**config.mk**
```make
export PLATFORM = sky130hd
export DESIGN_NAME = if_id_queue
export DESIGN_NICKNAME = d
export VERILOG_FILES = /design/src/rtl/if_id_queue.sv
export SDC_FILE = /design/constraint.sdc
export NUM_CORES = 1
export LEC_CHECK = 0
export BUFFER_PORTS_ARGS = -buffer_cell sky130_fd_sc_hd__buf_2
export CORE_MARGIN = 3
export CORE_UTILIZATION = 51
export CTS_CLUSTER_SIZE = 28
export DETAILED_ROUTE_END_ITERATION = 8
export PLACE_DENSITY = 0.79
export REMOVE_ABC_BUFFERS = 1
export SKIP_LAST_GASP = 1
export SLEW_MARGIN = 10
export SYNTH_ARGS = -nofsm -noshare
export SYNTH_HDL_FRONTEND = slang
export SYNTH_SLANG_ARGS = --single-unit
```
**constraint.sdc**
```tcl
create_clock -name clk -period 2.55 [get_ports clk]
set_input_delay 0 -clock clk [delete_from_list [all_inputs] [get_ports clk]]
set_output_delay 0 -clock clk [all_outputs]
set_load 0.05 [all_outputs]
```
**src/rtl/if_id_queue.sv**
```systemverilog
// Instruction queue between fetch and decode. Buffers up to DEPTH
// {instruction, next-PC} pairs behind a valid/ready handshake, drops its
// whole contents on a taken branch and counts decode-starved cycles.
module if_id_queue #(
  parameter int unsigned WIDTH = 32,
  parameter int unsigned DEPTH = 4,
  parameter int unsigned PTR_W = $clog2(DEPTH)
) (
  input  logic             clk,
  input  logic             reset_n,
  input  logic             IF_valid,
  input  logic [WIDTH-1:0] IF_instr,
  input  logic [WIDTH-1:0] IF_npc,
  output logic             IF_ready,
  input  logic             ID_ready,
  output logic             ID_valid,
  output logic [WIDTH-1:0] IF_ID_instrout,
  output logic [WIDTH-1:0] IF_ID_npcout,
  input  logic             EX_MEM_PCSrc,
  output logic [PTR_W:0]   count,
  output logic [15:0]      bubble_cnt
);

  localparam logic [PTR_W:0] CountFull = (PTR_W + 1)'(DEPTH);

  logic [WIDTH-1:0] instr_q [DEPTH];
  logic [WIDTH-1:0] npc_q   [DEPTH];

  logic [PTR_W-1:0] wr_ptr_q, wr_ptr_d;
  logic [PTR_W-1:0] rd_ptr_q, rd_ptr_d;
  logic [PTR_W:0]   count_q, count_d;
  logic [15:0]      bubble_q, bubble_d;
  logic             push, pop;

  // Readiness depends on occupancy only, so a full queue never pushes on a pop cycle.
  assign IF_ready   = (count_q != CountFull);
  assign ID_valid   = (count_q != '0);
  assign push       = IF_valid & IF_ready & ~EX_MEM_PCSrc;
  assign pop        = ID_valid & ID_ready & ~EX_MEM_PCSrc;
  assign count      = count_q;
  assign bubble_cnt = bubble_q;

  // Head outputs read straight from storage, forced to NOP when empty.
  always_comb begin
    IF_ID_instrout = '0;
    IF_ID_npcout   = '0;
    if (ID_valid) begin
      IF_ID_instrout = instr_q[rd_ptr_q];
      IF_ID_npcout   = npc_q[rd_ptr_q];
    end
  end

  // Next-state for pointers, occupancy and bubble counter; flush wins over push/pop.
  always_comb begin
    wr_ptr_d = wr_ptr_q;
    rd_ptr_d = rd_ptr_q;
    count_d  = count_q;
    bubble_d = bubble_q;
    if (EX_MEM_PCSrc) begin
      wr_ptr_d = '0;
      rd_ptr_d = '0;
      count_d  = '0;
    end else begin
      if (push) wr_ptr_d = wr_ptr_q + 1'b1;
      if (pop)  rd_ptr_d = rd_ptr_q + 1'b1;
      if (push && !pop) begin
        count_d = count_q + 1'b1;
      end else if (pop && !push) begin
        count_d = count_q - 1'b1;
      end
    end
    // Starvation is counted regardless of flush; saturates rather than wraps.
    if (ID_ready && !ID_valid && (bubble_q != 16'hFFFF)) begin
      bubble_d = bubble_q + 16'd1;
    end
  end

  // Control state register with synchronous active-low reset.
  always_ff @(posedge clk) begin
    if (!reset_n) begin
      wr_ptr_q <= '0;
      rd_ptr_q <= '0;
      count_q  <= '0;
      bubble_q <= '0;
    end else begin
      wr_ptr_q <= wr_ptr_d;
      rd_ptr_q <= rd_ptr_d;
      count_q  <= count_d;
      bubble_q <= bubble_d;
    end
  end

  // Entry storage; contents survive flush and reset, only pointers are cleared.
  always_ff @(posedge clk) begin
    if (reset_n && push) begin
      instr_q[wr_ptr_q] <= IF_instr;
      npc_q[wr_ptr_q]   <= IF_npc;
    end
  end

endmodule

```
==> run summary <==
Outcome - completed
Commonest cells after routing, fill and taps aside - edfxtp_1 (256), buf_2 (153), dlygate4sd3_1 (68)
Max FO, Critical Path - 5
RSZ-0062 raised after global routing - no
Fin crit share - 92.9%
Ant. Diodes - 0
Storage cell area - 8200 um^2
CP max-delay cell - or3b_2
WP data arrival - 2.82 ns
CP startpoint kind - register
Total power draw - 10.1 mW
Max rail drop VDD - 519 uV
Worst slew margin - 54.6%
Drt wl/cell - 20.2 um
Sequential area share after synthesis - 74.8%
Largest net degree at the start of global routing - 67
Die width - 153 um
Most common cell after layout, fill and taps aside - edfxtp_1
Count of state elements after synthesis - 281
Metal-1 WL - 8820 um
Gr ovfl total - 0
Final WS setup - 0.181 ns
MaxCap Viol Count - 0
Pre-CTS WS - 0.198 ns
Post-synth ARST share - 0%
Crit Path Category - register to register
EDFF count, synth - 256
Multi-input gate area in the final layout - 2640 um^2
DRC Markers - 0
Clk buf depth - 3
Met3 Routed Length - 1610 um
Rows - 52
Area of the core - 20700 um^2
Post-route cell area - 13800 um^2
Initial antenna violation count - 1
Clock latency on the worst-skew pair - 0.51 ns
Syn_area_per_cell - 19.8 um^2
Drt via density - 5.56
Fin. max-slew vios - 0
CP Buf/Inv Count - 2
Post_cts resized - 0
Post-route ant nets - 0
Fin Clk Skew - 0.00637 ns
Routability cong. - 0.855
Crit path max-delay family - simple AND/OR/NAND/NOR gates
GRT Total Usage - 18.8%
CTS tree - built
Top routing layer in use - met5
WL met2 - 11100 um
Slowest cell delay on critical path - 0.50 ns
CTS Buf Count - 28
First-pass GRT wire length - 35300 um
Worst Hold Class - input port to register
Vias in the first global route - 6368
PD cells - 731 nW/um^2
Die H - 153 um
Fin Hold WS - 0.231 ns
Cell-by-cell trace of the critical path - buf_4 -> or3b_2 -> nand2_1 -> nor2_1 -> ha_1 -> inv_1 -> fa_1 -> xor2_1 -> or3_2 -> a21oi_1
CTS H-tree depth - 1
Synthesis Warnings - 0
Fillers - 1367
Placed cell area - 12200 um^2
Initial Util - 52.9%
TritonRoute pass-1 iters - 5
CP endpoint kind - register
Clock-pin slew on the worst setup and hold paths - 0.06 ns
Prevailing post-synth register cell - edfxtp_1
CP required - 3.00 ns
Port-buffer cells - 153
Drt first-iter violations - 441
Mapped Cells - 552
Leak pwr - 4.83 nW
Hold Fails Final Rpt - 0
CTS sink cnt - 281
Root Buffer - clkbuf_16
Syn-to-layout area delta - 26.4%
Synthesized cell area - 10900 um^2
Setup violations, final - 0
Max Clk Rate - 422 MHz
Die ar. - 23300 um^2
Netlist cell types - 41
Detailed Route WL - 21900 um
Final net count - 870
Fin crit period - 2.37 ns
Share of cells above drive strength 1 - 35.0%
Routed via count - 6037
Worst-margin pin slew - 0.675 ns
DP HPWL - 13600 um
Boundary pin count - 154
==> logic make-up (layout without fill, tap and decap cells) <==
group	Yosys count	count (layout)	share of synthesized area [%]
xor gates and xnor gates	5	5	0.400
muxes	68	68	13.5
AOI/OAI and AO/OA	31	31	1.82
adders and majority gates	7	7	0.869
and+or+nand+nor	129	129	7.43
DFF	281	281	74.8
buffers and inverters	31	295	1.14
==> worst register-to-register path: cells and delay by family (launching register included) <==
kind	cells	cell delay (ns)
buffers and inverters	2	0.25
flip-flops	1	0.31
AO/OA/AOI/OAI	1	0.14
AND/OR/NAND/NOR	4	1.14
XOR/XNOR	1	0.07
adder cells (fa/ha/maj)	2	0.41
==> final cells by class <==
class	instances	area share [%]
clock buffer	37	5.46
timing repair buffer	236	12.2
inverter	7	0.190
multi-input combinational	240	19.1
tap	270	2.44
sequential	281	59.2
clock inverter	15	1.43
==> layer usage <==
metal  vias to the layer above  global-route usage, %
li1                       2718                      -
met1                      3039                   25.7
met2                       243                   32.2
met3                        35                   3.83
met4                         2                   3.52
met5                         -                      0
==> power by group <==
group / internal, mW / total (mW) / switching [mW]
sequential: 5.08 / 5.10 / 0.0247
clock: 2.58 / 4.17 / 1.59
combinational: 0.284 / 0.841 / 0.557
==> synthesized netlist by cell type (all sizes together), types with 7 or more instances <==
library cell	count	area [um^2]
clkbuf	17	63.8
nand3	8	40.0
a21oi	11	55.1
mux4	64	1440
nand2	11	43.8
inv	7	26.3
and2	68	425
buf	7	35.0
edfxtp	256	7690
nor2	8	30.0
dfxtp	25	500
==> registers in the layout, indices dropped and copies added, names as in the netlist, named ones only <==
name and flops:
instr_q 128, npc_q 128, bubble_cnt 16, count 3, rd_ptr_q 2, wr_ptr_q 2
==> what timing repair did <==
action	4_1_cts	5_1_grt
hold buffers	68	0
setup buffers	0	0
hold endpoints to repair	268	0
==> metrics by stage <==
step,cells,setup TNS (ns),utilization (%)
floorplan,528,-317.53,-
global placement,966,0,59.0
detailed placement,966,0,59.0
CTS,1086,0,66.9
global route,1086,0,66.9
finish,1086,0,66.9
==> final timing paths <==
kind / from / to / slack, ns / cells past startpoint
max reg2reg: count[0]$_SDFFE_PP0P_ / count[2]$_SDFFE_PP0P_ / 0.18 / 10
min reg2reg: wr_ptr_q[1]$_SDFFE_PP0P_ / wr_ptr_q[1]$_SDFFE_PP0P_ / 0.50 / 2
max: count[0]$_SDFFE_PP0P_ / count[2]$_SDFFE_PP0P_ / 0.18 / 10
min: IF_npc[2] / npc_q[1][2]$_DFFE_PP_ / 0.23 / 2
Power figures use the tool's default switching activity.
